**config.mk**
```make
export PLATFORM = sky130hd
export DESIGN_NAME = pattern_count_engine
export DESIGN_NICKNAME = d
export VERILOG_FILES = /design/src/rtl/pattern_count_engine.sv
export SDC_FILE = /design/constraint.sdc
export NUM_CORES = 1
export LEC_CHECK = 0
export BUFFER_PORTS_ARGS = -buffer_cell sky130_fd_sc_hd__buf_2
export CORE_MARGIN = 2
export CORE_UTILIZATION = 50
export CTS_CLUSTER_DIAMETER = 80
export DETAILED_ROUTE_END_ITERATION = 8
export PLACE_DENSITY = 0.72
export SLEW_MARGIN = 40
export SYNTH_ARGS = -nofsm -noshare
export SYNTH_HDL_FRONTEND = slang
export SYNTH_SLANG_ARGS = --single-unit
export TNS_END_PERCENT = 5
```
**constraint.sdc**
```tcl
create_clock -name i_clk -period 3.7 [get_ports i_clk]
set_input_delay 0.555 -clock i_clk [delete_from_list [all_inputs] [get_ports i_clk]]
set_output_delay 0.555 -clock i_clk [all_outputs]
set_load 0.01 [all_outputs]
```
**src/rtl/pattern_count_engine.sv**
```systemverilog
// -----------------------------------------------------------------------------
// pattern_count_engine
//
// Memory-side accelerator for the program-3 request/ack protocol. On start it
// reads a 5-bit pattern (mem[PAT_ADDR][7:3]) and a NUM_BYTES message
// (mem[0..NUM_BYTES-1]). It computes three counts and writes them to
// RES_ADDR+0..2, then raises done:
//   ctb : number of pattern matches inside single bytes (4 windows per byte)
//   cto : number of bytes that contain at least one in-byte match
//   cts : matches over the whole message treated as one MSB-first bit string
//
// Optional build macro: PATCNT_RESTART_EN
//   defined   -> start seen in any busy state restarts the run at LOAD_PAT
//   undefined -> start is ignored while busy
//
// Ports
//   i_clk          clock, all state on the rising edge
//   i_reset        asynchronous active-high reset, returns to IDLE
//   i_start        request, sampled in IDLE/DONE (and busy states if restart)
//   o_done         ack, high from result write-back until next start/reset
//   o_mem_addr     memory address for reads and writes
//   i_mem_rd_data  combinational memory read data for o_mem_addr
//   o_mem_wr_en    one-cycle write strobe
//   o_mem_wr_data  write data
// -----------------------------------------------------------------------------
module pattern_count_engine #(
    parameter int NUM_BYTES = 32,
    parameter int PAT_ADDR  = 32,
    parameter int RES_ADDR  = 33
) (
    input  logic       i_clk,
    input  logic       i_reset,
    input  logic       i_start,
    output logic       o_done,
    output logic [7:0] o_mem_addr,
    input  logic [7:0] i_mem_rd_data,
    output logic       o_mem_wr_en,
    output logic [7:0] o_mem_wr_data
);

    localparam int IDX_W = $clog2(NUM_BYTES);
    localparam logic [IDX_W-1:0] LAST_IDX = IDX_W'(NUM_BYTES - 1);
    localparam logic [7:0] PAT_A = 8'(PAT_ADDR);
    localparam logic [7:0] RES_A0 = 8'(RES_ADDR);
    localparam logic [7:0] RES_A1 = 8'(RES_ADDR + 1);
    localparam logic [7:0] RES_A2 = 8'(RES_ADDR + 2);

    typedef enum logic [2:0] {
        S_IDLE,
        S_LOAD_PAT,
        S_SCAN,
        S_WR_CTB,
        S_WR_CTO,
        S_WR_CTS,
        S_DONE
    } state_t;

    state_t           r_state;
    state_t           w_state_next;
    logic [4:0]       r_pat;
    logic [3:0]       r_prev;
    logic [IDX_W-1:0] r_idx;
    logic [7:0]       r_ctb;
    logic [7:0]       r_cto;
    logic [7:0]       r_cts;
    logic             r_done;

    // ------------------------------------------------------------------
    // Window matching on the byte currently presented by memory.
    // Crossing windows straddle the previous byte's low nibble and the
    // current byte's high bits: {prev[3:0], b} bits [8:4] .. [11:7].
    // ------------------------------------------------------------------
    logic [3:0]  w_in_match;
    logic [3:0]  w_x_match;
    logic [11:0] w_cat;
    logic [7:0]  w_in_cnt;
    logic [7:0]  w_x_cnt;
    logic [7:0]  w_cts_inc;

    assign w_cat = {r_prev, i_mem_rd_data};

    genvar gi;
    generate
        for (gi = 0; gi < 4; gi++) begin : g_win
            assign w_in_match[gi] = (i_mem_rd_data[gi+4:gi] == r_pat);
            assign w_x_match[gi]  = (w_cat[gi+8:gi+4] == r_pat);
        end
    endgenerate

    assign w_in_cnt = {7'd0, w_in_match[0]} + {7'd0, w_in_match[1]}
                    + {7'd0, w_in_match[2]} + {7'd0, w_in_match[3]};
    assign w_x_cnt  = {7'd0, w_x_match[0]} + {7'd0, w_x_match[1]}
                    + {7'd0, w_x_match[2]} + {7'd0, w_x_match[3]};
    // Byte 0 has no predecessor, so its crossing windows do not exist.
    assign w_cts_inc = w_in_cnt + ((r_idx != '0) ? w_x_cnt : 8'd0);

    // ------------------------------------------------------------------
    // Next state and Moore outputs
    // ------------------------------------------------------------------
    always_comb begin
        w_state_next  = r_state;
        o_mem_addr    = 8'd0;
        o_mem_wr_en   = 1'b0;
        o_mem_wr_data = 8'd0;

        case (r_state)
            S_IDLE: begin
                if (i_start) w_state_next = S_LOAD_PAT;
            end
            S_LOAD_PAT: begin
                o_mem_addr   = PAT_A;
                w_state_next = S_SCAN;
            end
            S_SCAN: begin
                o_mem_addr = {{(8-IDX_W){1'b0}}, r_idx};
                if (r_idx == LAST_IDX) w_state_next = S_WR_CTB;
            end
            S_WR_CTB: begin
                o_mem_addr    = RES_A0;
                o_mem_wr_en   = 1'b1;
                o_mem_wr_data = r_ctb;
                w_state_next  = S_WR_CTO;
            end
            S_WR_CTO: begin
                o_mem_addr    = RES_A1;
                o_mem_wr_en   = 1'b1;
                o_mem_wr_data = r_cto;
                w_state_next  = S_WR_CTS;
            end
            S_WR_CTS: begin
                o_mem_addr    = RES_A2;
                o_mem_wr_en   = 1'b1;
                o_mem_wr_data = r_cts;
                w_state_next  = S_DONE;
            end
            S_DONE: begin
                if (i_start) w_state_next = S_LOAD_PAT;
            end
            default: w_state_next = S_IDLE;
        endcase

`ifdef PATCNT_RESTART_EN
        // Busy-state restart; LOAD_PAT clears the counters so nothing from
        // the abandoned run survives.
        if (i_start && (r_state != S_IDLE) && (r_state != S_DONE)) begin
            w_state_next = S_LOAD_PAT;
        end
`endif
    end

    // ------------------------------------------------------------------
    // State, datapath and done registers
    // ------------------------------------------------------------------
    always_ff @(posedge i_clk or posedge i_reset) begin
        if (i_reset) begin
            r_state <= S_IDLE;
            r_pat   <= 5'd0;
            r_prev  <= 4'd0;
            r_idx   <= '0;
            r_ctb   <= 8'd0;
            r_cto   <= 8'd0;
            r_cts   <= 8'd0;
            r_done  <= 1'b0;
        end else begin
            r_state <= w_state_next;
            // done tracks the state being entered, so it rises with the
            // last write and drops on the edge that accepts a new start.
            r_done  <= (w_state_next == S_DONE);

            case (r_state)
                S_LOAD_PAT: begin
                    r_pat <= i_mem_rd_data[7:3];
                    r_ctb <= 8'd0;
                    r_cto <= 8'd0;
                    r_cts <= 8'd0;
                    r_idx <= '0;
                end
                S_SCAN: begin
                    r_ctb  <= r_ctb + w_in_cnt;
                    r_cto  <= r_cto + {7'd0, |w_in_match};
                    r_cts  <= r_cts + w_cts_inc;
                    r_prev <= i_mem_rd_data[3:0];
                    if (r_idx != LAST_IDX) r_idx <= r_idx + IDX_W'(1);
                end
                default: ;
            endcase
        end
    end

    assign o_done = r_done;

endmodule

```
Word-level counts from Yosys, hierarchy flattened
Index checks and enable logic that the tools add are counted.

storage, ports and cells
  bits in registers = 42
  input port bits = 11

cells by class
  add/sub/neg operators = 11
  equal/unequal tests = 18
  muxes and demuxes = 12
  reduce and logical (&&, ||, !) cells = 7

operator list
  operator             count
  $pmux 8 s2           3
  $eq 5x5->1           8
  $pmux 6 s5           1
  $pmux 8 s3           1
  $pmux 3 s6           1
  $eq 3x3->1 const B   4
  $pmux 5 s2           1
  $add 3x1->4          2
  $add 8x1->8          1
  $add 8x4->8          1
  $add 8x5->8          1
  $add 2x1->3          2
  $eq 3x2->1 const B   2
  $mux 3               2
  $add 4x4->5          1
  $add 5x1->5 const B  1
  $eq 5x5->1 const B   1
  $mux 5               1
  $ne 5x5->1 const B   1
  $reduce_bool 5->1    1
  $add 1x1->2          2
  $mux 4               1
  $reduce_or 4->1      1
  $eq 3x1->1 const B   1
  other kinds (7)      7

Logic depth before layout (Yosys ltp)
  depth after elaboration = 8
  depth in mapped cells = 16
  depth with buffers taken out = 15

Worst setup path before layout
OpenSTA, ideal clock, no wires.

  path kind = input -> register
  start point = input i_mem_rd_data[3]
  end point = register r_cts[7]
  setup slack = -0.228 ns
  required time = 3.570 ns
  cell stages on the path = 16
  setup time = 0.130 ns
  arrival time = 3.798 ns
  cell sequence = clkbuf_1 -> xor2_1 -> nor3_1 -> nand3_1 -> fa_1 -> inv_1 -> ha_1 -> ha_1 -> inv_1 -> fa_1 -> inv_1 -> ha_1 -> fa_1 -> a21oi_1 -> nor3b_1 -> mux2i_1

on the way
  word-level cells in the longest chain between the ends = 7
  elaborated cells between the ends (all ways) = 10

RTL lines
  element               RTL line  source
  from (decl)           36        input logic [7:0] i_mem_rd_data,
  $eq 5x5->1            85        assign w_in_match[gi] = (i_mem_rd_data[gi+4:gi] == r_pat);
  $add 1x1->2           90        assign w_in_cnt = {7'd0, w_in_match[0]} + {7'd0, w_in_match[1]}
  $add 2x1->3           91        + {7'd0, w_in_match[2]} + {7'd0, w_in_match[3]};
  $add 3x1->4 (*)       91
  $add 4x4->5 (*)       95        assign w_cts_inc = w_in_cnt + ((r_idx != '0) ? w_x_cnt : 8'd0);
  $add 8x5->8 (*)       181       r_cts <= r_cts + w_cts_inc;
  $pmux 8 s2 (*)        170       case (r_state)
  to (signal assigned)  181
  to (decl)             65        logic [7:0] r_cts;

Mark *: on every way between the ends. The rest lies on a longest branch, timed or not.
A chain may end at the register's enable or synchronous reset.

Worst setup path after layout
  start point = register r_pat[1]
  end point = register r_cts[5]

on the way
  word-level cells in the longest chain between the ends = 8
  elaborated cells between the ends (all ways) = 18

RTL lines
  element                 RTL line  source
  from (decl)             60        logic [4:0] r_pat;
  from (signal assigned)  172       r_pat <= i_mem_rd_data[7:3];
  $eq 5x5->1              86        assign w_x_match[gi] = (w_cat[gi+8:gi+4] == r_pat);
  $add 1x1->2             92        assign w_x_cnt = {7'd0, w_x_match[0]} + {7'd0, w_x_match[1]}
  $add 2x1->3             93        + {7'd0, w_x_match[2]} + {7'd0, w_x_match[3]};
  $add 3x1->4             93
  $mux 4                  95
  $add 4x4->5 (*)         95
  $add 8x5->8 (*)         181
  $pmux 8 s2 (*)          170

Marked as above.

==> summary.md <==
| Metric | Value |
|---|---|
| Outcome | complete, no violations |
| Max stage delay on crit path | 0.55 ns |
| Placer Congestion | 0.874 |
| Final hold viol count | 0 |
| RSZ-0062 raised after global routing | yes |
| Most instantiated cells after synthesis | nand2_1, dfrtp_1, xor2_1, xnor2_1, ha_1 |
| Main flop type after synthesis | dfrtp_1 |
| # rows | 28 |
| Global route hottest layer | met2 |
| Starting density of the core | 0.524 |
| Leakage power | 1.76 nW |
| Max-slew violation count | 0 |
| Initial DRC count | 129 |
| PortBufs | 26 |
| Chip Height | 83.2 um |
| Largest net degree at the start of global routing | 43 |
| TritonCTS clock tree | built |
| Grt total ovfl | 0 |
| Post-layout worst setup margin | 0.0756 ns |
| Critical path arrival | 3.81 ns |
| DRC viols | 0 |
| Synthesis-stage register bit count | 42 |
| Req. time, crit path | 3.88 ns |
| Min Tclk post-route | 3.62 ns |
| Max_cap viols | 0 |
| CP Cell Sequence | xor2_1, nor3_1, nand3_1, fa_1, inv_1, ha_2, ha_4, inv_2, fa_1, inv_1, ha_2, fa_2, a21oi_4, nor2_1, mux2i_1 |
| Via count | 2,515 |
| M3 GR Usage | 0.0348 |
| Fillers | 532 |
| Sequential area share after synthesis | 0.335 |
| Sink Count | 42 |
| P&R area growth vs syn | 15.4% |
| Min-delay worst type | in -> async |
| First-pass GRT wire length | 12,400 um |
| Mapped Cells | 347 |
| Cell Area, Synth | 3140 um^2 |
| Cts bufs inserted | 5 |
| Clock transition at path regs | 0.08 ns |
| Highest-delay cell along the critical path | fa_1 |
| Number of global-route vias before repair | 2,648 |
| # hold bufs at CTS | 0 |
| Ranking of synthesized cells by area | dfrtp_1, nand2_1, ha_1 |
| ANT nets after route | 0 |
| Ant diodes | 0 |
| Fin Hold WS | 0.381 ns |
| Initial antenna violation count | 0 |
| Met2 usage | 0.353 |
| Power per cell area | 620 nW/um^2 |
| Setup CP Type | reg -> reg |
| VDD IR max | 0.000537 V |
| CTS H-tree depth | 2 |
| Worst Setup End Kind | flip-flop |
| Vias per inst | 5.42 |
| Dominant cell type by area after synthesis | dfrtp_1 |
| CTS max path bufs | 2 |
| Max frequency | 276 MHz |
| I/O pin total | 29 |
| Die width | 83.2 um |
| Tot GR Track Use | 0.216 |
| Distinct cells, synth | 45 |
| # setup viols final | 0 |
| Dpl hpwl | 5210 um |
| FFs w/ async S/R, synth | 1.00 |
| Root buffer cell | clkbuf_8 |
| CP startpoint kind | flip-flop |
| Crit Path Max Fanout | 7 |
| Worst skew pair latency | 0.30 ns |
| Slew @ Worst Pin | 0.829 ns |
| EDFF count, synth | 0 |
| Most frequent cell after synthesis | nand2_1 |
| Layout Utilization | 0.605 |
| Fraction of layout cells with a size suffix above 1 | 0.252 |
| Top-area cell type share of the netlist area | 0.335 |
| Kind of cell adding the most delay to the critical path | adder cells |
| Setup_tns | 0 ns |
| Place WS | -0.189 ns |
| Fin crit share | 0.980 |
| Mean Syn Cell Area | 9.05 um^2 |
| NumNets Final | 423 |
| DIE AREA | 6930 um^2 |
| Buffers & Inverters on Critical Path | 3 |
| Pre-antenna DRT Iters | 4 |
| Core Footprint | 5990 um^2 |
| Clock skew | 0.00812 ns |
| Wire per inst | 15.4 um |
| Synth warn | 0 |
| Rel. slew slack | 0.447 |
| Final wirelength | 7150 um |
| GR Util met1 | 0.298 |
[cell families (layout without fill, tap and decap cells)]
logic type                 Yosys count  after routing  synth area share
and+or+nand+nor                    125            125             0.203
AOI/OAI and AO/OA                   53             53             0.107
xor gates and xnor gates            45             45             0.126
DFF                                 42             42             0.335
buffers and inverters               40             81            0.0638
adders and majority gates           24             24             0.110
muxes                               17             17            0.0546
other                                1              2           0.00119
[routing by layer]
layer	up-vias	wire length, um
met2	42	3500
met1	1227	3330
met4	0	80
li1	1238	-
met3	8	244
met5	-	0
[power breakdown]
| part | switching [mW] | internal (mW) |
|---|---|---|
| registers | 0.248 | 0.576 |
| clock network | 0.167 | 0.150 |
| logic | 0.593 | 0.512 |
[metrics by stage]
stage	cell area (um^2)	instances	total power, mW
6_report	3620	464	2.25
5_1_grt	3620	464	2.42
4_1_cts	3590	463	2.23
3_5_place_dp	3480	455	1.90
3_3_place_gp	3480	455	1.85
2_1_floorplan	3200	348	1.61
[worst paths after layout]
kind                       slack, ns  cells after the start              endpoint                 start
max                             0.08                     15  r_cts[5]$_DFFE_PP0P_  r_pat[1]$_DFFE_PP0P_
min                             0.38                      3  r_idx[2]$_DFFE_PP0P_               i_reset
max reg2reg                     0.08                     15  r_cts[5]$_DFFE_PP0P_  r_pat[1]$_DFFE_PP0P_
min reg2reg                     0.49                      1  r_ctb[7]$_DFFE_PP0P_  r_ctb[7]$_DFFE_PP0P_
max in group asynchronous       2.92                      3  r_pat[3]$_DFFE_PP0P_               i_reset
min in group i_clk              0.49                      1  r_ctb[7]$_DFFE_PP0P_  r_ctb[7]$_DFFE_PP0P_
[tightest hold or removal path, cell delays in order]
cell and delay [ns]:
buf_2 0.09, inv_1 0.04, buf_4 0.46
[area by class of cell]
type                            instances  area [um^2]  area share
Clock buffer                            6         82.6      0.0228
Clock inverter                          2         12.5     0.00345
Inverter                               15         56.3      0.0155
Multi-Input combinational cell        266         1940       0.537
Sequential cell                        42         1060       0.292
Tap cell                               75         93.8      0.0259
Timing Repair Buffer                   58          374       0.103
[layout by cell type (no fill, tap or decap), drive strengths merged, types with 2 or more instances in the layout]
master   n
a21o     4
a21oi    8
a22o     5
a31oi    5
and2     6
and3     3
buf     58
clkbuf   6
conb     2
dfrtp   42
fa       6
ha      18
inv     15
mux2i   16
nand2   63
nand2b   4
nand3   16
nand4    3
nor2     9
nor2b    3
nor3     9
nor3b    3
o211ai   2
o21ai   22
o22ai    2
o31ai    4
or3b     2
xnor2   22
xor2    23
[state kept, by name, indices dropped and copies added, names as in the netlist]
name     flops
r_cts        8
o_done       1
r_cto        8
r_state      3
r_pat        5
r_idx        5
r_prev       4
r_ctb        8
[repair_timing]
| item | CTS | global route |
|---|---|---|
| pin swaps | 0 | 8 |
| setup buffers | 0 | 1 |
| setup endpoints to repair | 2 | 7 |
| cloned | 0 | 0 |
| gates resized for setup | 4 | 8 |
No activity file was read; power rests on OpenSTA's default activity.
